--- src/rtl/vector_store_serializer_pkg.sv ---
// Shared widths, types and FSM state encoding for the vector store serializer.
// Lanes are numbered MSB-first: lane index 0 is the top byte of the packed vector.
package vector_store_serializer_pkg;

    localparam int ADDR_W     = 12;
    localparam int LANE_W     = 8;
    localparam int LANES      = 16;
    localparam int VEC_W      = LANES * LANE_W;
    localparam int LANE_IDX_W = $clog2(LANES);

    typedef logic [VEC_W-1:0]      vec_t;
    typedef logic [ADDR_W-1:0]     addr_t;
    typedef logic [LANE_W-1:0]     lane_t;
    typedef logic [LANE_IDX_W-1:0] lane_idx_t;

    typedef enum logic [0:0] {
        IDLE  = 1'b0,
        WRITE = 1'b1
    } state_e;

endpackage

--- src/rtl/vector_store_serializer_lane_select.sv ---
// Combinational MSB-first lane picker: index 0 returns bits [VEC_W-1 -: LANE_W].
module vector_lane_select
    import vector_store_serializer_pkg::*;
(
    input  logic [VEC_W-1:0]      vec_i,
    input  logic [LANE_IDX_W-1:0] idx_i,
    output logic [LANE_W-1:0]     lane_o
);

    always_comb begin
        lane_o = '0;
        for (int k = 0; k < LANES; k++) begin
            if (idx_i == LANE_IDX_W'(k)) begin
                lane_o = vec_i[(LANES-1-k)*LANE_W +: LANE_W];
            end
        end
    end

endmodule

--- src/rtl/vector_store_serializer.sv ---
// Serializes a captured 16-lane vector into byte writes at consecutive (wrapping)
// addresses, holding the write steady under memory backpressure.
module vector_store_serializer
    import vector_store_serializer_pkg::*;
(
    input  logic              clk,
    input  logic              rst,
    input  logic              store_start,
    input  logic [ADDR_W-1:0] address_data_vector,
    input  logic [VEC_W-1:0]  data_vectorial_out,
    input  logic              mem_ready,
    output logic [ADDR_W-1:0] mem_addr,
    output logic [LANE_W-1:0] mem_wdata,
    output logic              mem_we,
    output logic              busy,
    output logic              done
);

    localparam lane_idx_t LAST_IDX = LANE_IDX_W'(LANES - 1);

    state_e    state_q, state_d;
    lane_idx_t laneIdx_q, laneIdx_d;
    addr_t     baseAddr_q, baseAddr_d;
    vec_t      vector_q, vector_d;
    addr_t     memAddr_q, memAddr_d;
    lane_t     memWdata_q, memWdata_d;
    logic      memWe_q, memWe_d;
    logic      busy_q, busy_d;
    logic      done_q, done_d;

    lane_idx_t nextIdx;
    vec_t      selVec;
    lane_idx_t selIdx;
    lane_t     selLane;

    // The first byte is taken straight from the inputs on the capture edge so it
    // is on the bus one cycle after start; later bytes come from the captured copy.
    assign nextIdx = laneIdx_q + 1'b1;
    assign selVec  = (state_q == IDLE) ? data_vectorial_out : vector_q;
    assign selIdx  = (state_q == IDLE) ? '0 : nextIdx;

    vector_lane_select u_lane_select (
        .vec_i  (selVec),
        .idx_i  (selIdx),
        .lane_o (selLane)
    );

    always_comb begin
        state_d    = state_q;
        laneIdx_d  = laneIdx_q;
        baseAddr_d = baseAddr_q;
        vector_d   = vector_q;
        memAddr_d  = memAddr_q;
        memWdata_d = memWdata_q;
        memWe_d    = memWe_q;
        busy_d     = busy_q;
        done_d     = 1'b0;

        case (state_q)
            IDLE: begin
                if (store_start) begin
                    state_d    = WRITE;
                    baseAddr_d = address_data_vector;
                    vector_d   = data_vectorial_out;
                    laneIdx_d  = '0;
                    memAddr_d  = address_data_vector;
                    memWdata_d = selLane;
                    memWe_d    = 1'b1;
                    busy_d     = 1'b1;
                end
            end
            WRITE: begin
                if (memWe_q && mem_ready) begin
                    if (laneIdx_q == LAST_IDX) begin
                        state_d = IDLE;
                        memWe_d = 1'b0;
                        busy_d  = 1'b0;
                        done_d  = 1'b1;
                    end else begin
                        laneIdx_d  = nextIdx;
                        memAddr_d  = baseAddr_q + addr_t'(nextIdx);
                        memWdata_d = selLane;
                    end
                end
            end
            default: begin
                state_d = IDLE;
            end
        endcase
    end

    always_ff @(posedge clk) begin
        if (rst) begin
            state_q    <= IDLE;
            laneIdx_q  <= '0;
            baseAddr_q <= '0;
            vector_q   <= '0;
            memAddr_q  <= '0;
            memWdata_q <= '0;
            memWe_q    <= 1'b0;
            busy_q     <= 1'b0;
            done_q     <= 1'b0;
        end else begin
            state_q    <= state_d;
            laneIdx_q  <= laneIdx_d;
            baseAddr_q <= baseAddr_d;
            vector_q   <= vector_d;
            memAddr_q  <= memAddr_d;
            memWdata_q <= memWdata_d;
            memWe_q    <= memWe_d;
            busy_q     <= busy_d;
            done_q     <= done_d;
        end
    end

    assign mem_addr  = memAddr_q;
    assign mem_wdata = memWdata_q;
    assign mem_we    = memWe_q;
    assign busy      = busy_q;
    assign done      = done_q;

endmodule

--- config.mk ---
export PLATFORM = sky130hd
export DESIGN_NAME = vector_store_serializer
export DESIGN_NICKNAME = d
export VERILOG_FILES = /design/src/rtl/vector_store_serializer_pkg.sv /design/src/rtl/vector_store_serializer_lane_select.sv /design/src/rtl/vector_store_serializer.sv
export SDC_FILE = /design/constraint.sdc
export NUM_CORES = 1
export LEC_CHECK = 0
export CAP_MARGIN = 0
export CELL_PAD_IN_SITES_DETAIL_PLACEMENT = 1
export CELL_PAD_IN_SITES_GLOBAL_PLACEMENT = 2
export CORE_MARGIN = 4
export CORE_UTILIZATION = 29
export DETAILED_ROUTE_END_ITERATION = 8
export HOLD_SLACK_MARGIN = 0.08
export MAX_ROUTING_LAYER = met4
export PLACE_DENSITY = 0.84
export SLEW_MARGIN = 20
export SYNTH_ARGS = -nofsm -noshare
export SYNTH_HDL_FRONTEND = slang
export SYNTH_SLANG_ARGS = --single-unit
export TNS_END_PERCENT = 100
--- constraint.sdc ---
create_clock -name clk -period 3.3 [get_ports clk]
set_input_delay 0.99 -clock clk [delete_from_list [all_inputs] [get_ports clk]]
set_output_delay 0.99 -clock clk [all_outputs]
set_load 0.005 [all_outputs]
==> impl_table.tex, run 1 <==
\begin{tabular}{lr}
\hline
Metric & Value \\
\hline
\multicolumn{2}{l}{\textbf{Run status}} \\
Status & finished, final reports clean \\
\multicolumn{2}{l}{\textbf{Clock tree}} \\
Count of hold-fix buffers inserted at cts & 0 \\
Number of gates resized after cts & 0 \\
Clock-pin transition on the worst setup and hold timing paths & 60 ps \\
Setup fix buffers added after clock tree synthesis & 0 \\
Later-pin clock latency in the skew report & 440 ps \\
CTS tree & yes \\
Clock root buffer master & sky130\_fd\_sc\_hd\_\_clkbuf\_16 \\
Buffer levels on the longest clock path & 2 \\
Number of buffers created by CTS & 17 \\
TritonCTS sink count & 167 \\
H-tree levels & 4 \\
\multicolumn{2}{l}{\textbf{STA}} \\
RSZ-0062 raised after global routing & no \\
Slew HR & between 20\% and 30\% \\
Final count of pins violating max slew & 0 \\
Final setup margin & roughly 400 ps \\
Tcrit/Tclk final & 88.2\% \\
Worst slew pin tran & 1110 ps \\
Peak Freq & 0.344 GHz \\
Fin. Hold Viols & 0 \\
Total Negative Setup Slacks & 0 ps \\
Layout Skew & 8.91 ps \\
Count of final setup violators & 0 \\
Shortest period the worst path allows & 2910 ps \\
\multicolumn{2}{l}{\textbf{Detailed routing}} \\
Violation count after the first detailed-routing iteration & 496 \\
Vias after detailed routing & 8215 \\
Average wire length per cell after detail routing & 19.0 µm \\
Ratio of routed vias to standard cells & roughly 5 \\
Aggregate routed wire length & around 30000 µm \\
Detailed-routing iteration count for the pre-antenna-repair pass & 4 \\
Antenna violation net count after detailed routing & 0 \\
Detailed-route DRC error count & 0 \\
\multicolumn{2}{l}{\textbf{Floorplan}} \\
FP Rows & 61 \\
Initial Util & 29.4\% \\
Vertical die dimension & roughly 180 µm \\
Ports & about 170 \\
Core outline area & roughly 28000 µm² \\
Die ar. & 30900 µm² \\
Die Span X & 176 µm \\
\multicolumn{2}{l}{\textbf{Worst setup path}} \\
Worst setup EP type & flop \\
Crit path launch type & flop \\
CP max-delay cell & sky130\_fd\_sc\_hd\_\_o22ai\_1 \\
Critical register-to-register path startpoint & laneIdx\_q[1]\$\_SDFFE\_PP0P\_ \\
Cell-by-cell trace of the critical path & ha\_2, buf\_4, and2\_1, buf\_4, nand2\_1, o22ai\_1, a32o\_1, a221oi\_1, a211oi\_1 \\
Req. time, crit path & 3650 ps \\
Launching element of the worst setup path & laneIdx\_q[1]\$\_SDFFE\_PP0P\_ \\
CP bufs+invs & 2 \\
Critical-path maximum fanout & 11 \\
Critical path's largest stage delay & 860 ps \\
Cell family with most CP delay & compound AO/OA/AOI/OAI gates \\
Cell with the most instances on the worst path & sky130\_fd\_sc\_hd\_\_buf\_4 \\
Kind of critical path & flop to flop \\
Data arrival time of the worst path & 3260 ps \\
\multicolumn{2}{l}{\textbf{Global route}} \\
Largest net degree at the start of global routing & about 140 \\
Total Routing Usage GR & 19.9\% \\
Sum of overflow across all layers after global routing & 0 \\
Global-route wire length before repair & 47000 µm \\
Number of global-route vias before repair & 8353 \\
Initial antenna violation count & 0 \\
\multicolumn{2}{l}{\textbf{Synth}} \\
Adder-cell share of the synthesized area & 1.01\% \\
Multiplexer share of the synthesized area & 3.19\% \\
Cell area after synthesis & slightly above 8000 µm² \\
Post-synth top flop & sky130\_fd\_sc\_hd\_\_dfxtp\_1 \\
Synthesized netlist net count & 1238 \\
FF+latch count, synth & between 150 and 200 \\
Biggest area contributors in the synthesized netlist & sky130\_fd\_sc\_hd\_\_dfxtp\_1 (41\%), sky130\_fd\_sc\_hd\_\_nand2\_1 (17\%), sky130\_fd\_sc\_hd\_\_a21oi\_1 (11\%), sky130\_fd\_sc\_hd\_\_clkbuf\_1 (2.5\%), sky130\_fd\_sc\_hd\_\_mux4\_2 (1.9\%) \\
Xor/xnor cell area share of the yosys netlist & 0.965\% \\
Share of synthesized flip-flops with an asynchronous set or reset & 0\% \\
Share of the synthesized area in compound gates (AO/OA/AOI/OAI) & 26.1\% \\
Gate count after technology mapping & around 1.1k \\
Part of the Yosys area used for sequential elements & 40.9\% \\
Area share of the largest cell type after synthesis & 40.9\% \\
Dominant combinational cell family by area after synthesis & compound AO/OA/AOI/OAI gates \\
Warnings from Yosys & 0 \\
Synthesized area per cell & 7.51 µm² \\
Synthesized-area fraction occupied by and/or/nand/nor cells & 22.4\% \\
Post-synth EDFFs & 0 \\
Top cell type by total area after synthesis & sky130\_fd\_sc\_hd\_\_dfxtp\_1 \\
Netlist cell types & 71 \\
\multicolumn{2}{l}{\textbf{Worst hold path}} \\
Path class of the lowest-slack min-delay path & flop to flop \\
Worst hold path startpoint & mem\_addr[2]\$\_SDFFE\_PP0P\_ \\
\multicolumn{2}{l}{\textbf{Job}} \\
Number of maximum-capacitance constraint violations & 0 \\
\multicolumn{2}{l}{\textbf{Power}} \\
Peak VDD IR & roughly 0.00032 V \\
Leak pwr & 0.00380 µW \\
Power consumption & 5160 µW \\
Power per cell area & 477 nW/µm² \\
\multicolumn{2}{l}{\textbf{Cells and area}} \\
Antenna diode count & 0 \\
Filler Cell Count & 3431 \\
Net count reported at finish & 1365 \\
Share of cells above drive strength 1 & under 10\% \\
Synthesis-to-finish area growth & 32.5\% \\
\multicolumn{2}{l}{\textbf{Place}} \\
Worst slack at placement & around 260 ps \\
Port Buf Inserts & 166 \\
Detail Placement HPWL & 22200 µm \\
Placer's final routability congestion estimate & between 0.9 and 1 \\
\hline
\end{tabular}
[registers in the layout, summed over array words and instances, names as in the netlist]
signal	cells
vector_q	128
baseAddr_q	12
mem_addr	12
mem_wdata	8
laneIdx_q	4
busy	1
done	1
state_q	1
[layer usage]
layer / track usage (%) / wire length (µm)
met5: - / 0
met4: 4.35 / 306
met3: 3.85 / 1390
met2: 32.1 / 14400
met1: 26.2 / 14400
[Yosys cell counts (3+ instances only)]
library cell                count
sky130_fd_sc_hd__a211o_1        4
sky130_fd_sc_hd__a211oi_1      10
sky130_fd_sc_hd__a21o_1        13
sky130_fd_sc_hd__a21oi_1      181
sky130_fd_sc_hd__a21oi_2        3
sky130_fd_sc_hd__a221oi_1      10
sky130_fd_sc_hd__a22oi_1       12
sky130_fd_sc_hd__a32o_1         6
sky130_fd_sc_hd__and3_1         4
sky130_fd_sc_hd__buf_1          8
sky130_fd_sc_hd__buf_2         21
sky130_fd_sc_hd__buf_4          3
sky130_fd_sc_hd__clkbuf_1      55
sky130_fd_sc_hd__dfxtp_1      167
sky130_fd_sc_hd__ha_1           5
sky130_fd_sc_hd__inv_1         11
sky130_fd_sc_hd__mux2i_1        8
sky130_fd_sc_hd__mux4_2         7
sky130_fd_sc_hd__nand2_1      362
sky130_fd_sc_hd__nand2b_1       3
sky130_fd_sc_hd__nand3_1       13
sky130_fd_sc_hd__nor2_1        35
sky130_fd_sc_hd__nor2b_1        6
sky130_fd_sc_hd__nor3_1        11
sky130_fd_sc_hd__o2111ai_1      6
sky130_fd_sc_hd__o211ai_1       6
sky130_fd_sc_hd__o21ai_0       21
sky130_fd_sc_hd__o221ai_1      14
sky130_fd_sc_hd__o22a_1         5
sky130_fd_sc_hd__o22ai_1        8
sky130_fd_sc_hd__o31ai_1       10
sky130_fd_sc_hd__xnor2_1        8
[area by class of cell]
type / instances / area (µm²) / share of cell area, %
Sequential cell: 167 / 3350 / 30.9
Clock inverter: 11 / 174 / 1.61
Tap cell: 378 / 473 / 4.37
Timing Repair Buffer: 197 / 1920 / 17.7
Multi-Input combinational cell: 818 / 4410 / 40.7
Inverter: 14 / 52.6 / 0.485
Clock buffer: 20 / 457 / 4.22
[worst register-to-register path, delay by kind of cell, from the launching register on]
family / cells / cell delay (ps)
AOI/OAI and AO/OA: 4 / 1470
adders and majority gates: 1 / 470
and+or+nand+nor: 2 / 210
DFF: 1 / 310
buffers and inverters: 2 / 360
[per-stage QoR]
step           instances  utilization [%]  hold WS, ps  instance area, µm²
2_1_floorplan       1088                -          432                8170
4_1_cts             1605             39.0          453               10800
3_5_place_dp        1574             36.7          444               10200
6_report            1605             39.0          449               10800
5_1_grt             1605             39.0          475               10800
3_3_place_gp        1574             36.7          440               10200
[final timing paths]
path	to	slack [ps]	depth (start not counted)
setup / recovery	mem_wdata[2]$_SDFFE_PP0P_	390	9
hold / removal	mem_addr[2]$_SDFFE_PP0P_	450	2
setup reg to reg	mem_wdata[2]$_SDFFE_PP0P_	390	9
hold reg to reg	mem_addr[2]$_SDFFE_PP0P_	450	2
[where the power goes]
part | switching (µW) | internal, µW | leakage [µW] | total (µW)
clock network | 870 | 1310 | 0.000298 | 2180
logic | 385 | 360 | 0.00213 | 745
registers | 96.5 | 2140 | 0.00137 | 2240
[kinds of logic (layout without fill, tap and decap cells)]
logic type / after synthesis / in the layout
DFF: 167 / 167
AOI/OAI and AO/OA: 335 / 335
and+or+nand+nor: 451 / 451
muxes: 17 / 17
buffers and inverters: 103 / 242
xor gates and xnor gates: 9 / 9
adders and majority gates: 6 / 6
[cells in the final DEF, fill, tap and decap left out, types with 3 or more instances in the layout]
cell type,Yosys,final
sky130_fd_sc_hd__a211o_1,4,4
sky130_fd_sc_hd__a211oi_1,10,10
sky130_fd_sc_hd__a21o_1,13,13
sky130_fd_sc_hd__a21oi_1,181,181
sky130_fd_sc_hd__a21oi_2,3,3
sky130_fd_sc_hd__a221oi_1,10,10
sky130_fd_sc_hd__a22oi_1,12,12
sky130_fd_sc_hd__a32o_1,6,6
sky130_fd_sc_hd__and3_1,4,4
sky130_fd_sc_hd__buf_4,3,30
sky130_fd_sc_hd__bufinv_16,0,4
sky130_fd_sc_hd__clkbuf_16,0,17
sky130_fd_sc_hd__clkdlybuf4s50_1,0,165
sky130_fd_sc_hd__clkinv_4,0,3
sky130_fd_sc_hd__clkinvlp_4,0,3
sky130_fd_sc_hd__dfxtp_1,167,165
sky130_fd_sc_hd__ha_1,5,4
sky130_fd_sc_hd__inv_1,11,11
sky130_fd_sc_hd__mux2i_1,8,8
sky130_fd_sc_hd__mux4_2,7,7
sky130_fd_sc_hd__nand2_1,362,362
sky130_fd_sc_hd__nand3_1,13,13
sky130_fd_sc_hd__nor2_1,35,35
sky130_fd_sc_hd__nor2b_1,6,5
sky130_fd_sc_hd__nor3_1,11,11
sky130_fd_sc_hd__o2111ai_1,6,6
sky130_fd_sc_hd__o211ai_1,6,6
sky130_fd_sc_hd__o21ai_0,21,21
sky130_fd_sc_hd__o221ai_1,14,14
sky130_fd_sc_hd__o22a_1,5,5
sky130_fd_sc_hd__o22ai_1,8,8
sky130_fd_sc_hd__o31ai_1,10,10
sky130_fd_sc_hd__xnor2_1,8,8
(Power assumes the default switching activity.)
==> inputs of run 2 (changes only) <==
--- a/config.mk
+++ b/config.mk
@@ -8,6 +8,7 @@
 export CAP_MARGIN = 0
 export CELL_PAD_IN_SITES_DETAIL_PLACEMENT = 1
 export CELL_PAD_IN_SITES_GLOBAL_PLACEMENT = 2
+export CORE_ASPECT_RATIO = 1.2
 export CORE_MARGIN = 4
 export CORE_UTILIZATION = 29
 export DETAILED_ROUTE_END_ITERATION = 8
==> constraint.sdc (replaced) <==
create_clock -name clk -period 2.9 [get_ports clk]
set_input_delay 0.87 -clock clk [delete_from_list [all_inputs] [get_ports clk]]
set_output_delay 0.87 -clock clk [all_outputs]
set_load 0.005 [all_outputs]
==> run 2 against run 1 <==
Effect of this change: clock-buffer cell count fell by 1; worst hold slack improved by 3.6 ps; maximum frequency rose by 8.4%; core utilization rose by 0.16 points; first-iteration DRC count fell by 6.0%; critical path type unchanged; critical endpoint is now mem_wdata[1]$_SDFFE_PP0P_; largest cell class unchanged.
==> impl_table.tex, run 2 (synthesis results as in run 1) <==
\begin{tabular}{lr}
\hline
Metric & Value \\
\hline
\multicolumn{2}{l}{\textbf{Run status}} \\
Status & finished, final reports clean \\
\multicolumn{2}{l}{\textbf{Worst setup path}} \\
Worst setup EP type & flop \\
Crit path launch type & flop \\
Cell-by-cell trace of the critical path & ha\_2, buf\_12, clkinv\_1, o41a\_1, a21o\_1, o2111ai\_1, a211oi\_1 \\
Critical-path maximum fanout & 18 (+7) \\
Critical path's largest stage delay & 590 ps (-270 ps) \\
Req. time, crit path & 3180 ps (-470 ps) \\
Kind of critical path & flop to flop \\
CP max-delay cell & sky130\_fd\_sc\_hd\_\_o41a\_1 \\
Cell depth of the worst flop-to-flop path & 7 (-2) \\
Data arrival time of the worst path & 2960 ps (-300 ps) \\
\multicolumn{2}{l}{\textbf{Clock tree}} \\
Number of buffers created by CTS & 17 (unchanged) \\
Number of gates resized after cts & 0 (unchanged) \\
Setup fix buffers added after clock tree synthesis & 0 (unchanged) \\
Count of hold-fix buffers inserted at cts & 0 (unchanged) \\
H-tree levels & 4 (unchanged) \\
CTS tree & yes \\
Clock root buffer master & sky130\_fd\_sc\_hd\_\_clkbuf\_16 \\
Later-pin clock latency in the skew report & 430 ps (about the same) \\
Buffer levels on the longest clock path & 2 (unchanged) \\
Clock-pin transition on the worst setup and hold timing paths & 70 ps (about the same) \\
TritonCTS sink count & 167 (unchanged) \\
\multicolumn{2}{l}{\textbf{Cells and area}} \\
Synthesis-to-finish area growth & 33.3\% \\
Filler Cell Count & 3393 (-1.1\%) \\
Share of cells above drive strength 1 & 8.01\% (+0.67 points) \\
Commonest non-fill, non-tap cells in the layout & sky130\_fd\_sc\_hd\_\_nand2\_1 (362), sky130\_fd\_sc\_hd\_\_a21oi\_1 (181), sky130\_fd\_sc\_hd\_\_dfxtp\_1 (165), sky130\_fd\_sc\_hd\_\_clkdlybuf4s50\_1 (165), sky130\_fd\_sc\_hd\_\_buf\_4 (38) \\
Register area & 3350 µm² (unchanged) \\
Net count reported at finish & 1375 (+0.73\%) \\
Number of flip-flops in the largest register & 128 (unchanged) \\
Antenna diode count & 0 (unchanged) \\
Register name with the most flops & vector\_q \\
Total area of multi-input combinational cells & 4410 µm² (unchanged) \\
Most frequent standard cell in the layout excluding fill and tap cells & sky130\_fd\_sc\_hd\_\_nand2\_1 \\
\multicolumn{2}{l}{\textbf{Global route}} \\
Total Routing Usage GR & 20.3\% (+0.34 points) \\
Number of global-route vias before repair & 8603 (+3.0\%) \\
Initial antenna violation count & 0 (unchanged) \\
Sum of overflow across all layers after global routing & 0 (unchanged) \\
Global-route wire length before repair & 47900 µm (+2.0\%) \\
Largest net degree at the start of global routing & 166 (+18\%) \\
\multicolumn{2}{l}{\textbf{STA}} \\
RSZ-0062 raised after global routing & no \\
Total Negative Setup Slacks & 0 ps (unchanged) \\
Tcrit/Tclk final & 92.6\% (+4.4 points) \\
Final setup margin & 215 ps (-175 ps) \\
Shortest period the worst path allows & 2690 ps (-225 ps) \\
Slew HR & 45.6\% (+20 points) \\
Peak Freq & 0.372 GHz (+8.4\%) \\
Count of final setup violators & 0 (unchanged) \\
Worst slew pin tran & 816 ps (-294 ps) \\
Post-route worst hold slack & 453 ps (+3.61 ps) \\
Final count of pins violating max slew & 0 (unchanged) \\
Fin. Hold Viols & 0 (unchanged) \\
Layout Skew & 8.40 ps (-0.511 ps) \\
\multicolumn{2}{l}{\textbf{Floorplan}} \\
Die ar. & 30900 µm² (about the same) \\
Vertical die dimension & 192 µm (+9.1\%) \\
Ports & 167 (unchanged) \\
Core outline area & 27800 µm² (+0.18\%) \\
FP Rows & 67 (+9.8\%) \\
Die Span X & 161 µm (-8.3\%) \\
Initial Util & 29.4\% (-0.053 points) \\
\multicolumn{2}{l}{\textbf{Worst hold path}} \\
Path class of the lowest-slack min-delay path & flop to flop \\
Number of cells on the worst hold path & 2 (unchanged) \\
\multicolumn{2}{l}{\textbf{Place}} \\
Detail Placement HPWL & 22600 µm (+1.8\%) \\
Worst slack at placement & 53.5 ps (-204 ps) \\
Port Buf Inserts & 166 (unchanged) \\
Placer's final routability congestion estimate & 0.943 (+3.1\%) \\
\multicolumn{2}{l}{\textbf{Power}} \\
Net Switching & 1540 µW (+14\%) \\
Power per cell area & 530 nW/µm² (+11\%) \\
Switching fraction of total power & 26.7\% (+0.51 points) \\
Part of the total power dissipated in combinational logic & 14.8\% (+0.4 points) \\
Internal power & 4230 µW (+11\%) \\
Leak pwr & 0.00384 µW (+1.2\%) \\
Power consumption & 5770 µW (+12\%) \\
Clk pwr share & 41.0\% (-1.2 points) \\
Peak VDD IR & 0.000278 V (-14\%) \\
Proportion of power drawn by flip-flops and latches & 44.2\% (+0.8 points) \\
\multicolumn{2}{l}{\textbf{Detailed routing}} \\
Antenna violation net count after detailed routing & 0 (unchanged) \\
Detailed-route DRC error count & 0 (unchanged) \\
Vias after detailed routing & 8242 (+0.33\%) \\
Violation count after the first detailed-routing iteration & 466 (-6.0\%) \\
Aggregate routed wire length & 30800 µm (+1.1\%) \\
Detailed-routing iteration count for the pre-antenna-repair pass & 5 (+1) \\
Ratio of routed vias to standard cells & 5.10 (-0.29\%) \\
Average wire length per cell after detail routing & 19.1 µm (+0.48\%) \\
\multicolumn{2}{l}{\textbf{Job}} \\
Number of maximum-capacitance constraint violations & 0 (unchanged) \\
\hline
\end{tabular}
[run 2: stage by stage]
step | area, µm² | instances | utilization [%]
2_1_floorplan | 8170 | 1088 | -
3_3_place_gp | 10300 | 1585 | 37.0
3_5_place_dp | 10300 | 1585 | 37.0
4_1_cts | 10900 | 1615 | 39.1
5_1_grt | 10900 | 1615 | 39.1
6_report | 10900 | 1615 | 39.1
[run 2: layer usage]
layer | track usage [%] | vias up | routed length, µm
met5 | - | - | 0
met4 | 5.84 | 0 | 660
met3 | 3.61 | 34 | 1380
met2 | 34.7 | 187 | 15300
met1 | 24.7 | 3972 | 13500
li1 | - | 4049 | -
[run 2: layout make-up]
| type | count | share of cell area, % |
|---|---|---|
| inverter | 14 | 0.483 |
| timing repair buffer | 207 | 18.5 |
| clock buffer | 19 | 4.07 |
| clock inverter | 11 | 1.38 |
| multi-input combinational | 818 | 40.5 |
| sequential | 167 | 30.7 |
| tap | 379 | 4.36 |
[run 2: final timing paths]
path              slack [ps]                       start                          to
setup / recovery         210   laneIdx_q[0]$_SDFFE_PP0P_   mem_wdata[1]$_SDFFE_PP0P_
hold / removal           450  vector_q[120]$_SDFFE_PP0P_  vector_q[120]$_SDFFE_PP0P_
setup reg to reg         210   laneIdx_q[0]$_SDFFE_PP0P_   mem_wdata[1]$_SDFFE_PP0P_
hold reg to reg          450  vector_q[120]$_SDFFE_PP0P_  vector_q[120]$_SDFFE_PP0P_
[run 2: power groups by stage]
stage                     logic, µW  clock network (µW)  registers [µW]
after global placement          847                   0            2600
final                           857                2360            2550
after global routing            947                2510            2570
after detailed placement        863                   0            2600
after floorplan                 445                   0            2550
after CTS                       867                2420            2550
[run 2: critical path, delay by kind of cell (launching register included)]
kind                       cells  cell delay, ps
AOI/OAI and AO/OA              4            1180
adders and majority gates      1             480
DFF                            1             340
buffers and inverters          2             510
==> patch, RTL diff (flow settings as in run 1) <==
Change the package constant `LANE_W` from 8 to 6.
--- a/src/rtl/vector_store_serializer_pkg.sv
+++ b/src/rtl/vector_store_serializer_pkg.sv
@@ -4,5 +4,5 @@
 
     localparam int ADDR_W     = 12;
-    localparam int LANE_W     = 8;
+    localparam int LANE_W     = 6;
     localparam int LANES      = 16;
     localparam int VEC_W      = LANES * LANE_W;
Ports: changed (resized data_vectorial_out and mem_wdata); port bits go from 167 to 133. The function was not compared with the original's and may differ.
==> patch against run 1 <==
Non-clock buffer count shrank 48. Power down 15%. Clock power fell by 7%. Sequential cell count shrank 34. Area after synthesis shrank 21%. Routed wire length fell by 31%. Final area shrank 20%. Clock skew down 4.6 ps. Setup slack improved by 120 ps. Critical path type unchanged. Critical endpoint is now mem_addr[10]$_SDFFE_PP0P_. Largest power group is now the clock network.
==> patch: results (changes against run 1) <==
stage,metric,value,unit,change
run_status,run_status,finished clean,,
detailed_routing,via_per_inst,4.97,,-2.9%
global_route,grtUsageMet3,3.38,%,-0.47 points
pwr,seq-power,1.79,mW,-20%
logic_synthesis,synth_commonest_cells,"nand2_1, a21oi_1, dfxtp_1",,
global_route,grt_pass1_wl,33400,um,-29%
layout,clock_area_share,7.30,%,+1.5 points
worst_setup_path,rr_endpoint,mem_addr[10]$_SDFFE_PP0P_,,
layout,drive_above_1_share,8.73,%,+1.4 points
detailed_routing,m1WireLength,10200,um,-29%
placed_design,hpwl,15300,um,-31%
sta,fin_crit_sh,84.6,%,-3.6 points
logic_synthesis,syn_inst,845,,-22%
detailed_routing,met3_length,887,um,-36%
worst_setup_path,crit_path_start,laneIdx_q[0]$_SDFFE_PP0P_,,
pwr,p_switching,1.09,mW,-20%
placed_design,portBuffers,132,,-20%
detailed_routing,wl_met2,9720,um,-32%
layout,syn_to_final_growth,33.7,%,
placed_design,dpl_worst_slack,504,ps,+247 ps
worst_setup_path,crit_path_max_fanout,8,,-3
worst_setup_path,cp.arrival,3130,ps,-130 ps
sta,fin_worst_skew,4.33,ps,-4.58 ps
layout,n_all_buffers,149,,-24%
sta,tightestPinTransition,746,ps,-365 ps
placed_design,placed_cell_area,8030,um2,-21%
global_route,use_met2,27.2,%,-4.9 points
layout,num-nonclk-inverters,16,,+2
layout,instances_no_fill,1242,,-23%
worst_setup_path,reg2reg_from,laneIdx_q[0]$_SDFFE_PP0P_,,
logic_synthesis,ys_ff_latch,133,,-20%
global_route,track_usage,17.5,%,-2.5 points
layout,multi_input_gates,632,,-23%
logic_synthesis,ys_types,58,,-18%
layout,seq_share,30.8,%,-0.12 points
logic_synthesis,seq_area_frac_synth,41.1,%,+0.21 points
logic_synthesis,synth_area_leaders,"dfxtp_1, nand2_1, a21oi_1",,
sta,whs,454,ps,+4.55 ps
worst_setup_path,worst_r2r_path_depth,10,,+1
detailed_routing,post_drt_wl_per_cell,16.9,um,-11%
clocking,clock_latency,420,ps,-20 ps
min_path,hold_end,vector_q[95]$_SDFFE_PP0P_,,
min_path,min-delay-start,vector_q[95]$_SDFFE_PP0P_,,
global_route,use_met1,23.8,%,-2.5 points
layout,buf_share,17.0,%,-0.71 points
pwr,total_leakage_power,3.09,nW,-19%
global_route,grt_pass1_vias,6283,,-25%
worst_setup_path,rrSetupSlack,510,ps,+120 ps
pwr,peakVddDrop,0.254,mV,-21%
layout,largest_reg_flops,96,,-25%
pwr,power,4.38,mW,-15%
layout,nNetsFinal,1067,,-22%
placed_design,place_congestion,0.842,,-8.0%
pwr,powerComb,0.562,mW,-25%
worst_setup_path,end_kind,flop,,
layout,multi_input_area_share,40.2,%,-0.52 points
layout,fillers,2664,,-22%
layout,clkbuf_count,19,,-5.0%
global_route,grt_max_degree,109,,-23%
logic_synthesis,synth_fp_nets,963,,-22%
==> patch: cell count changes in the layout (fill, tap and decap cells not counted), sizes merged, moves of 9 or more <==
| cell | before | now |
|---|---|---|
| a21o | 13 | 2 |
| a21oi | 184 | 147 |
| buf | 32 | 18 |
| clkdlybuf4s50 | 165 | 131 |
| dfxtp | 167 | 133 |
| nand2 | 362 | 263 |
| nor2 | 35 | 18 |
| o221ai | 14 | 0 |
| o22ai | 9 | 0 |
==> patch: cells by family after synthesis <==
| group | count (synthesis) | synth area share, % |
|---|---|---|
| mux | 20 | 4.77 |
| xor+xnor | 10 | 1.64 |
| buf+inv | 80 | 5.37 |
| simple gates | 353 | 23.5 |
| compound gates | 243 | 22.3 |
| fa+ha+maj | 6 | 1.28 |
| flops | 133 | 41.1 |
==> patch: worst max-delay path, cell delays in order, from the launching register on <==
cell     delay [ps]
dfxtp_2         360
ha_1            280
xnor2_4         260
inv_1           140
ha_1            340
a21o_1          200
a21oi_1         390
nor3_1          130
xnor2_1         150
a211o_1         290
a21oi_1         160
